### config.mk
export PLATFORM = sky130hd
export DESIGN_NAME = mem_port_arbiter_flat
export DESIGN_NICKNAME = d
export VERILOG_FILES = /design/src/rtl/mem_port_arbiter_if.sv /design/src/rtl/mem_port_arbiter.sv /design/src/flat_wrapper.sv
export SDC_FILE = /design/constraint.sdc
export NUM_CORES = 1
export LEC_CHECK = 0
export ABC_AREA = 1
export BUFFER_PORTS_ARGS = -buffer_cell sky130_fd_sc_hd__clkbuf_2
export CORE_MARGIN = 2
export CORE_UTILIZATION = 35
export DETAILED_ROUTE_END_ITERATION = 10
export HOLD_SLACK_MARGIN = 0.03
export MAX_ROUTING_LAYER = met4
export PLACE_DENSITY = 0.72
export SETUP_SLACK_MARGIN = 0.4
export SLEW_MARGIN = 25
export SYNTH_ARGS = -nofsm -noshare
export SYNTH_HDL_FRONTEND = slang
export SYNTH_SLANG_ARGS = --single-unit
### constraint.sdc
create_clock -name clock -period 1.69 [get_ports clock]
set_input_delay 0.2535 -clock clock [delete_from_list [all_inputs] [get_ports clock]]
set_output_delay 0.2535 -clock clock [all_outputs]
set_load 0.02 [all_outputs]
### src/rtl/mem_port_arbiter_if.sv
// Bus bundle for the memory port arbiter: fetch side, load/store side,
// memory side, plus the pipeline flush input and the busy status.
// slave  = the arbiter's view, master = the surrounding core / memory view.
interface mem_port_arbiter_if #(
  parameter int ADDR_W = 32,
  parameter int DATA_W = 32
);
  localparam int STRB_W = DATA_W / 8;

  logic              flush;
  // instruction fetch
  logic              i_req_valid;
  logic              i_req_ready;
  logic [ADDR_W-1:0] i_req_addr;
  logic              i_resp_valid;
  logic [DATA_W-1:0] i_resp_data;
  // load/store
  logic              d_req_valid;
  logic              d_req_ready;
  logic [ADDR_W-1:0] d_req_addr;
  logic              d_req_wen;
  logic [DATA_W-1:0] d_req_wdata;
  logic [STRB_W-1:0] d_req_wstrb;
  logic              d_resp_valid;
  logic [DATA_W-1:0] d_resp_data;
  // memory
  logic              m_req_valid;
  logic              m_req_ready;
  logic [ADDR_W-1:0] m_req_addr;
  logic              m_req_wen;
  logic [DATA_W-1:0] m_req_wdata;
  logic [STRB_W-1:0] m_req_wstrb;
  logic              m_resp_valid;
  logic [DATA_W-1:0] m_resp_data;
  logic              busy;

  modport slave (
    input  flush,
    input  i_req_valid, i_req_addr,
    output i_req_ready, i_resp_valid, i_resp_data,
    input  d_req_valid, d_req_addr, d_req_wen, d_req_wdata, d_req_wstrb,
    output d_req_ready, d_resp_valid, d_resp_data,
    output m_req_valid, m_req_addr, m_req_wen, m_req_wdata, m_req_wstrb,
    input  m_req_ready, m_resp_valid, m_resp_data,
    output busy
  );

  modport master (
    output flush,
    output i_req_valid, i_req_addr,
    input  i_req_ready, i_resp_valid, i_resp_data,
    output d_req_valid, d_req_addr, d_req_wen, d_req_wdata, d_req_wstrb,
    input  d_req_ready, d_resp_valid, d_resp_data,
    input  m_req_valid, m_req_addr, m_req_wen, m_req_wdata, m_req_wstrb,
    output m_req_ready, m_resp_valid, m_resp_data,
    input  busy
  );
endinterface

### src/rtl/mem_port_arbiter.sv
// Shares one memory port between instruction fetch (I) and load/store (D).
// One transaction in flight: IDLE grants, REQ presents the latched request
// until memory takes it, WAIT routes the single-cycle response to its owner.
// D wins conflicts unless I has lost STARVE_LIMIT contested grants in a row.
module mem_port_arbiter #(
  parameter int ADDR_W       = 32,
  parameter int DATA_W       = 32,
  parameter int STARVE_LIMIT = 4
) (
  input  logic                 clock,
  input  logic                 reset,
  mem_port_arbiter_if.slave    bus
);
  localparam int STRB_W = DATA_W / 8;
  // Counter can exceed STARVE_LIMIT by at least one, so saturation never
  // hides the limit (also valid for STARVE_LIMIT = 0).
  localparam int CNT_W  = $clog2(STARVE_LIMIT + 2);
  localparam int CW1    = CNT_W + 1;

  localparam logic [1:0] IDLE = 2'd0;
  localparam logic [1:0] REQ  = 2'd1;
  localparam logic [1:0] WAIT = 2'd2;

  typedef struct packed {
    logic [ADDR_W-1:0] addr;
    logic              wen;
    logic [DATA_W-1:0] wdata;
    logic [STRB_W-1:0] wstrb;
  } req_t;

  logic [1:0]       state;
  logic             owner_d;   // 1 = current/last transaction belongs to D
  logic             drop;      // fetch was flushed, swallow its response
  logic [CNT_W-1:0] starve_cnt;
  req_t             lat;

  logic             in_idle;
  logic             limit_hit;
  logic             grant_i;
  logic             grant_d;
  logic             resp_win;
  logic [CW1-1:0]   cnt_ext;

  // Grant decision; only meaningful in IDLE and never while reset is held.
  always_comb begin
    in_idle   = (state == IDLE) && !reset;
    cnt_ext   = {1'b0, starve_cnt};
    // starve_cnt >= STARVE_LIMIT, written so it stays non-trivial at limit 0
    limit_hit = (cnt_ext + CW1'(1)) > CW1'(STARVE_LIMIT);
    grant_i   = in_idle && bus.i_req_valid && !bus.flush &&
                (!bus.d_req_valid || limit_hit);
    grant_d   = in_idle && bus.d_req_valid && !grant_i;
  end

  // Response routing is a pure pass-through of the memory response in WAIT.
  always_comb begin
    resp_win         = !reset && (state == WAIT) && bus.m_resp_valid;
    bus.i_req_ready  = grant_i;
    bus.d_req_ready  = grant_d;
    bus.i_resp_valid = resp_win && !owner_d && !drop && !bus.flush;
    bus.i_resp_data  = bus.i_resp_valid ? bus.m_resp_data : '0;
    bus.d_resp_valid = resp_win && owner_d;
    bus.d_resp_data  = bus.d_resp_valid ? bus.m_resp_data : '0;
    bus.m_req_valid  = !reset && (state == REQ);
    bus.m_req_addr   = lat.addr;
    bus.m_req_wen    = lat.wen;
    bus.m_req_wdata  = lat.wdata;
    bus.m_req_wstrb  = lat.wstrb;
    bus.busy         = !reset && (state != IDLE);
  end

  // Transaction FSM: latch on grant, hold through REQ, retire on response.
  always_ff @(posedge clock) begin
    if (reset) begin
      state   <= IDLE;
      owner_d <= 1'b0;
      drop    <= 1'b0;
      lat     <= '0;
    end else begin
      case (state)
        IDLE: begin
          if (grant_d) begin
            state   <= REQ;
            owner_d <= 1'b1;
            drop    <= 1'b0;
            lat     <= '{addr: bus.d_req_addr, wen: bus.d_req_wen,
                         wdata: bus.d_req_wdata, wstrb: bus.d_req_wstrb};
          end else if (grant_i) begin
            state   <= REQ;
            owner_d <= 1'b0;
            drop    <= 1'b0;
            // fetches are reads: write fields forced to zero
            lat     <= '{addr: bus.i_req_addr, wen: 1'b0,
                         wdata: '0, wstrb: '0};
          end
        end
        REQ: begin
          // a fetch already handed off cannot be revoked, only muted
          if (bus.flush && !owner_d) drop <= 1'b1;
          if (bus.m_req_ready) state <= WAIT;
        end
        WAIT: begin
          if (bus.flush && !owner_d) drop <= 1'b1;
          if (bus.m_resp_valid) state <= IDLE;
        end
        default: state <= IDLE;
      endcase
    end
  end

  // Starvation counter: counts D wins while I was waiting, cleared by I wins.
  always_ff @(posedge clock) begin
    if (reset) begin
      starve_cnt <= '0;
    end else if (grant_i) begin
      starve_cnt <= '0;
    end else if (grant_d && bus.i_req_valid && (starve_cnt != '1)) begin
      starve_cnt <= starve_cnt + CNT_W'(1);
    end
  end
endmodule
### src/flat_wrapper.sv
// flat-port wrapper written by rule: the top's interface ports become plain ports
module mem_port_arbiter_flat 
#(
  parameter int ADDR_W       = 32,
  parameter int DATA_W       = 32,
  parameter int STARVE_LIMIT = 4
)
  (clock, reset, bus_flush, bus_i_req_valid, bus_i_req_addr, bus_i_req_ready, bus_i_resp_valid, bus_i_resp_data, bus_d_req_valid, bus_d_req_addr, bus_d_req_wen, bus_d_req_wdata, bus_d_req_wstrb, bus_d_req_ready, bus_d_resp_valid, bus_d_resp_data, bus_m_req_valid, bus_m_req_addr, bus_m_req_wen, bus_m_req_wdata, bus_m_req_wstrb, bus_m_req_ready, bus_m_resp_valid, bus_m_resp_data, bus_busy);
  mem_port_arbiter_if #(.ADDR_W(ADDR_W), .DATA_W(DATA_W)) bus_i ();
  input  logic clock;
  input  logic reset;
  input wire logic [$bits(bus_i.flush)-1:0] bus_flush;
  input wire logic [$bits(bus_i.i_req_valid)-1:0] bus_i_req_valid;
  input wire logic [$bits(bus_i.i_req_addr)-1:0] bus_i_req_addr;
  output wire logic [$bits(bus_i.i_req_ready)-1:0] bus_i_req_ready;
  output wire logic [$bits(bus_i.i_resp_valid)-1:0] bus_i_resp_valid;
  output wire logic [$bits(bus_i.i_resp_data)-1:0] bus_i_resp_data;
  input wire logic [$bits(bus_i.d_req_valid)-1:0] bus_d_req_valid;
  input wire logic [$bits(bus_i.d_req_addr)-1:0] bus_d_req_addr;
  input wire logic [$bits(bus_i.d_req_wen)-1:0] bus_d_req_wen;
  input wire logic [$bits(bus_i.d_req_wdata)-1:0] bus_d_req_wdata;
  input wire logic [$bits(bus_i.d_req_wstrb)-1:0] bus_d_req_wstrb;
  output wire logic [$bits(bus_i.d_req_ready)-1:0] bus_d_req_ready;
  output wire logic [$bits(bus_i.d_resp_valid)-1:0] bus_d_resp_valid;
  output wire logic [$bits(bus_i.d_resp_data)-1:0] bus_d_resp_data;
  output wire logic [$bits(bus_i.m_req_valid)-1:0] bus_m_req_valid;
  output wire logic [$bits(bus_i.m_req_addr)-1:0] bus_m_req_addr;
  output wire logic [$bits(bus_i.m_req_wen)-1:0] bus_m_req_wen;
  output wire logic [$bits(bus_i.m_req_wdata)-1:0] bus_m_req_wdata;
  output wire logic [$bits(bus_i.m_req_wstrb)-1:0] bus_m_req_wstrb;
  input wire logic [$bits(bus_i.m_req_ready)-1:0] bus_m_req_ready;
  input wire logic [$bits(bus_i.m_resp_valid)-1:0] bus_m_resp_valid;
  input wire logic [$bits(bus_i.m_resp_data)-1:0] bus_m_resp_data;
  output wire logic [$bits(bus_i.busy)-1:0] bus_busy;
  assign bus_i.flush = bus_flush;
  assign bus_i.i_req_valid = bus_i_req_valid;
  assign bus_i.i_req_addr = bus_i_req_addr;
  assign bus_i_req_ready = bus_i.i_req_ready;
  assign bus_i_resp_valid = bus_i.i_resp_valid;
  assign bus_i_resp_data = bus_i.i_resp_data;
  assign bus_i.d_req_valid = bus_d_req_valid;
  assign bus_i.d_req_addr = bus_d_req_addr;
  assign bus_i.d_req_wen = bus_d_req_wen;
  assign bus_i.d_req_wdata = bus_d_req_wdata;
  assign bus_i.d_req_wstrb = bus_d_req_wstrb;
  assign bus_d_req_ready = bus_i.d_req_ready;
  assign bus_d_resp_valid = bus_i.d_resp_valid;
  assign bus_d_resp_data = bus_i.d_resp_data;
  assign bus_m_req_valid = bus_i.m_req_valid;
  assign bus_m_req_addr = bus_i.m_req_addr;
  assign bus_m_req_wen = bus_i.m_req_wen;
  assign bus_m_req_wdata = bus_i.m_req_wdata;
  assign bus_m_req_wstrb = bus_i.m_req_wstrb;
  assign bus_i.m_req_ready = bus_m_req_ready;
  assign bus_i.m_resp_valid = bus_m_resp_valid;
  assign bus_i.m_resp_data = bus_m_resp_data;
  assign bus_busy = bus_i.busy;
  mem_port_arbiter #(.ADDR_W(ADDR_W), .DATA_W(DATA_W), .STARVE_LIMIT(STARVE_LIMIT)) u_core (.clock(clock), .reset(reset), .bus(bus_i));
endmodule
Word-level counts from Yosys, hierarchy flattened
Cells that the tools add are included.
- bits in read-only memories: 0
- word-level logic and storage cells: 65
- memory bits (writable): 0
- flip-flop bits (word level): 76
- memories: 0
- input bits: 140
- latch bits: 0
- output and inout port bits: 139
- add/sub/neg operators: 2
- multipliers: 0
- reductions and logical operators: 33
- multiplexer cells: 14
- shifts and indexed selects: 0
- order comparisons: 1
- equality and inequality tests: 7
- bitwise gates (word level): 0
- divide/modulo/power cells: 0
- operator list (kind ; count):
    $mux W69 ; 2
    $mux W32 ; 2
    $logic_and A1 B1 Y1 ; 17
    $mux W2 ; 4
    $logic_not A1 Y1 ; 6
    $pmux W2 S3 ; 1
    $reduce_and A3 Y1 ; 2
    $reduce_bool A2 Y1 ; 3
    $add A3 B1 Y4 const B ; 1
    $gt A4 B3 Y1 const B ; 1
    $mux W1 ; 4
    $ne A2 B2 Y1 const B ; 2
    $reduce_or A2 Y1 ; 2
    $add A3 B1 Y3 const B ; 1
    $ne A3 B2 Y1 const B ; 1
    $ne A3 B3 Y1 const B ; 1
    $eq A2 B1 Y1 const B ; 1
    $eq A2 B2 Y1 const B ; 1
    $logic_not A2 Y1 ; 1
    $ne A2 B1 Y1 const B ; 1
    $pmux W1 S2 ; 1
    $reduce_and A2 Y1 ; 1
    $logic_or A1 B1 Y1 ; 1

Depth between registers and ports, before layout
- depth after elaboration: 9
- gate-level depth with buffers: 11
- depth with buffers taken out: 10

Least setup slack after synthesis
Ideal clock, no wire load.
- kind: reg-to-output
- start point: reg u_core.state[0]
- end point: out bus_d_resp_data[10]
- path buffers: 1
- data arrival time: 1.667 ns
- cell stages (with the launch flop): 8
- path slack: -0.231 ns
- data required time: 1.436 ns
- cell sequence: dfxtp_1 -> inv_1 -> ha_1 -> nand3_1 -> nor2_1 -> inv_1 -> clkbuf_1 -> nor2_1
- word-level cells in the longest chain between the ends: 5
- RTL lines (item ; line ; text):
    start: declaration ; mem_port_arbiter.sv:31 ; logic [1:0] state;
    start signal: assignment ; mem_port_arbiter.sv:75 ; state <= IDLE;
    start signal: assignment ; mem_port_arbiter.sv:83 ; state <= REQ;
    start signal: assignment ; mem_port_arbiter.sv:89 ; state <= REQ;
    $eq A2 B2 Y1 ; mem_port_arbiter.sv:57 ; resp_win = !reset && (state == WAIT) && bus.m_resp_valid;
    $logic_and A1 B1 Y1 (2 in series) ; mem_port_arbiter.sv:57 ;
    $logic_and A1 B1 Y1 ; mem_port_arbiter.sv:62 ; bus.d_resp_valid = resp_win && owner_d;
    via bus_d_resp_valid ; flat_wrapper.sv:24 ; output wire logic [$bits(bus_i.d_resp_valid)-1:0] bus_d_resp_valid;
    $mux W32 ; mem_port_arbiter.sv:63 ; bus.d_resp_data = bus.d_resp_valid ? bus.m_resp_data : '0;
    end: declaration ; flat_wrapper.sv:25 ; output wire logic [$bits(bus_i.d_resp_data)-1:0] bus_d_resp_data;
The timed path passes the listed nets, and every way through them passes these cells.

Worst setup path in the final report
- start point: reg u_core.starve_cnt[0]
- end point: reg u_core.lat, in the netlist u_core.bus.m_req_wdata[9]
- word-level cells in the longest chain between the ends: 8
- elaborated cells between the ends (all ways): 9
- those cells by class: 1 x add/sub; 1 x order compare; 1 x mux; 6 x reduce/logical
- RTL lines (item ; line ; text):
    start: declaration ; mem_port_arbiter.sv:34 ; logic [CNT_W-1:0] starve_cnt;
    start signal: assignment ; mem_port_arbiter.sv:118 ; starve_cnt <= starve_cnt + CNT_W'(1);
    $add A3 B1 Y4 * ; mem_port_arbiter.sv:49 ; limit_hit = (cnt_ext + CW1'(1)) > CW1'(STARVE_LIMIT);
    $gt A4 B3 Y1 * ; mem_port_arbiter.sv:49 ;
    $logic_or A1 B1 Y1 * ; mem_port_arbiter.sv:51 ; (!bus.d_req_valid || limit_hit);
    $logic_and A1 B1 Y1 * ; mem_port_arbiter.sv:50 ; grant_i = in_idle && bus.i_req_valid && !bus.flush &&
    $logic_not A1 Y1 ; mem_port_arbiter.sv:52 ; grant_d = in_idle && bus.d_req_valid && !grant_i;
    $logic_and A1 B1 Y1 ; mem_port_arbiter.sv:52 ;
    $reduce_bool A2 Y1 (no line) ; - ;
    $reduce_and A2 Y1 (no line) ; - ;
    end signal: assignment ; mem_port_arbiter.sv:86 ; lat <= '{addr: bus.d_req_addr, wen: bus.d_req_wen,
    end signal: assignment ; mem_port_arbiter.sv:93 ; lat <= '{addr: bus.i_req_addr, wen: 1'b0,
    end: declaration ; mem_port_arbiter.sv:35 ; req_t lat;
Every way passes the cells marked *; elsewhere a longest branch is shown, timed or not.
A chain may end at the register's enable or synchronous reset.

==> metrics <==
# diodes=0; DP Area=6680 um2; utilization after layout=0.781; wire per inst=15.8 um; initial DRC count=283; P_leak=4.65 nW; dpl cells=1,078; most common cell after layout, fill and taps aside=clkbuf_2; fin crit share=1.17; fin cells=1,138; DP Wirelength=10,800 um; fillers=764; Mapped Cells=659; Via density=4.81; layout cell share with drive strength beyond 1=0.591; Pwr Density=920 nW/um2; design area=8990 um2; DR vias=5,474; mux share of post-synthesis cell area=0; Max IR drop VDD=0.000764 V; reg2reg setup slack=-0.28 ns; largest net degree at the start of global routing=33; worst skew pair latency=0.34 ns; Cell Area, Synth=4180 um2; Synth Area in XOR/XNOR=0; Worst setup SP type=flop; final wirelength=18,000 um; GPL Wtd Cong=0.840; Synth Area in Compound Gates=0.0536; Routed Antenna Nets=0; # H-tree levels=3; global-route wire length before repair=26,800 um; R2R depth=13; reg2reg end=u_core.bus.m_req_wdata[9]; CP Depth=13; Crit path required time=1.89 ns; Layout area overhead=115%; Die W=113 um; Crit Path Max Fanout=8; syn_area_per_cell=6.34 um2; maximum clock frequency=507 MHz; combinational family with the most area after synthesis=simple AND/OR/NAND/NOR gates; vias in the first global route=5,399; total chip power=8.27 mW; Yosys reg bits=76; Buf/Inv on CP=5; CP Cell Sequence=ha_4 -> ha_4 -> nand2_2 -> nand3_2 -> nand2_4 -> buf_12 -> buf_6 -> buf_12 -> nand2_8 -> buf_12 -> inv_16 -> nand2_4 -> a21oi_2; CP Capture Type=flop; RSZ-0062 raised after global routing=true; I/O pin count=279; Slew Limit Fails=0; final setup slack of the worst path=-0.281 ns; status=complete, but fails checks; CP arrival=2.17 ns; crit path to=u_core.bus.m_req_wdata[9]; worst r2r src=u_core.starve_cnt[0]; Seq. cell area=1530 um2; Post-Route Skew=0.00768 ns; min cycle time layout=1.97 ns; die area=12,800 um2; PortBufs=278; Rows=39; adder-cell share of the synthesized area=0.0270; clk slew on worst S/H paths=0.06 ns; antenna violations before repair=0; DRT Pass-1 Iters=8; Slew headroom=0.699; core outline area=11,500 um2; post-synthesis simple-gate area fraction=0.391; Initial Util=0.363; drt drc=20; clk sinks=76; Max-cap violations=0; nets@finish=1,140; critical path's largest stage delay=0.33 ns; area of the multi-input gates=3150 um2; failing checks=design-rule violations, negative setup slack; TNS Setup=-31.09 ns; leading cell types in the layout, fill and taps excluded=208 x clkbuf_2, 157 x nand2_1, 110 x inv_1; sequential share of the synthesized area=0.364; unique cell type count in the Yosys netlist=22; die extent in y=113 um; Crit-path slowest cell=dfxtp_2; CTS tree=built; Overall Global Routing Usage=0.269; Setup violations, final=144; HP Class=primary input to flop; CP dominant cell by count=buf_12; syn nets=808; yosys warns=0; Hold Fails Final Rpt=0; crit-path leading delay family=buffers and inverters; Root Driver=clkbuf_16; hold_buf cts=0; deepest clock path buffer count=2; grt total ovfl=0; TritonCTS buffer count=9; Setup CP Type=flop to flop; crit path launch=u_core.starve_cnt[0]; actual slew at the worst max-slew pin=0.451 ns
==> power by group <==
group	switching, mW	internal, mW
Combinational	2.12	1.63
Clock	0.767	1.44
Sequential	0.197	2.12
Total	3.08	5.19
==> sequential cells by signal (all words and copies together) (netlist names) <==
signal,flops
u_core.bus.m_req_addr,32
u_core.bus.m_req_wdata,32
u_core.bus.m_req_wstrb,4
u_core.starve_cnt,3
u_core.state,2
u_core.bus.m_req_wen,1
u_core.drop,1
u_core.owner_d,1
==> cell type report <==
type / count / area share
Sequential cell: 76 / 0.170
Timing Repair Buffer: 358 / 0.363
Clock buffer: 9 / 0.0251
Inverter: 120 / 0.0555
Clock inverter: 6 / 0.0125
Timing Repair inverter: 3 / 0.00431
Tap cell: 143 / 0.0199
Multi-Input combinational cell: 423 / 0.350
==> metrics by stage <==
| step | setup WS [ns] | hold WS (ns) |
|---|---|---|
| 6_report | -0.281 | 0.110 |
| 3_5_place_dp | -0.0737 | 0.450 |
| 3_3_place_gp | -0.0219 | 0.445 |
| 2_1_floorplan | 0.0568 | 0.368 |
| 4_1_cts | -0.287 | 0.113 |
| 5_1_grt | -0.339 | 0.119 |
==> routing by layer <==
layer  global-route usage  vias to the layer above  share of wire
met5                    -                        -              0
met4                0.102                        0          0.024
met3               0.0423                       38          0.062
met2                0.499                      225           0.55
met1                0.285                     2547           0.36
li1                     -                     2664              -
==> synth_stat cells (all sizes together) <==
| library cell | n | area share |
|---|---|---|
| nand3b | 32 | 0.058 |
| nor2 | 79 | 0.071 |
| ha | 9 | 0.027 |
| o21ai | 14 | 0.017 |
| buf | 30 | 0.047 |
| a21oi | 28 | 0.034 |
| nand2 | 185 | 0.17 |
| nand3 | 74 | 0.092 |
| a211oi | 1 | 0.0018 |
| clkinv | 1 | 0.0012 |
| o22ai | 1 | 0.0015 |
| inv | 119 | 0.11 |
| clkbuf | 10 | 0.0093 |
| dfxtp | 76 | 0.36 |
==> worst min-delay path by stage <==
stage / to / slack, ns / depth (start not counted) / from
finish: u_core.bus.m_req_wdata[24] / 0.11 / 3 / bus_d_req_wdata[24]
global route: u_core.bus.m_req_wdata[24] / 0.12 / 3 / bus_d_req_wdata[24]
CTS: u_core.bus.m_req_wdata[24] / 0.11 / 3 / bus_d_req_wdata[24]
detailed placement: u_core.bus.m_req_wdata[24] / 0.45 / 2 / u_core.bus.m_req_wdata[24]
global placement: u_core.bus.m_req_wdata[2] / 0.44 / 2 / u_core.bus.m_req_wdata[2]
floorplan: u_core.bus.m_req_wdata[0] / 0.37 / 2 / bus_d_req_wdata[0]
==> worst register-to-register path, cell delays in order, from the launching register on <==
cell	delay, ns
dfxtp_2	0.33
ha_4	0.16
ha_4	0.26
nand2_2	0.04
nand3_2	0.07
nand2_4	0.07
buf_12	0.13
buf_6	0.11
buf_12	0.13
nand2_8	0.14
buf_12	0.20
inv_16	0.07
nand2_4	0.07
a21oi_2	0.05
==> logic make-up (layout without fill, tap and decap cells) <==
family,count (synthesis),count (layout)
DFF,76,76
AOI/OAI and AO/OA,44,44
buffers and inverters,160,496
adders and majority gates,9,9
and+or+nand+nor,370,370
==> what timing repair did <==
item,in CTS,in global routing
pin swaps,60,35
resized for setup,244,99
setup buffers,17,9
endpoints found under the setup margin,146,146
cloned,16,3
(Power assumes the default switching activity.)
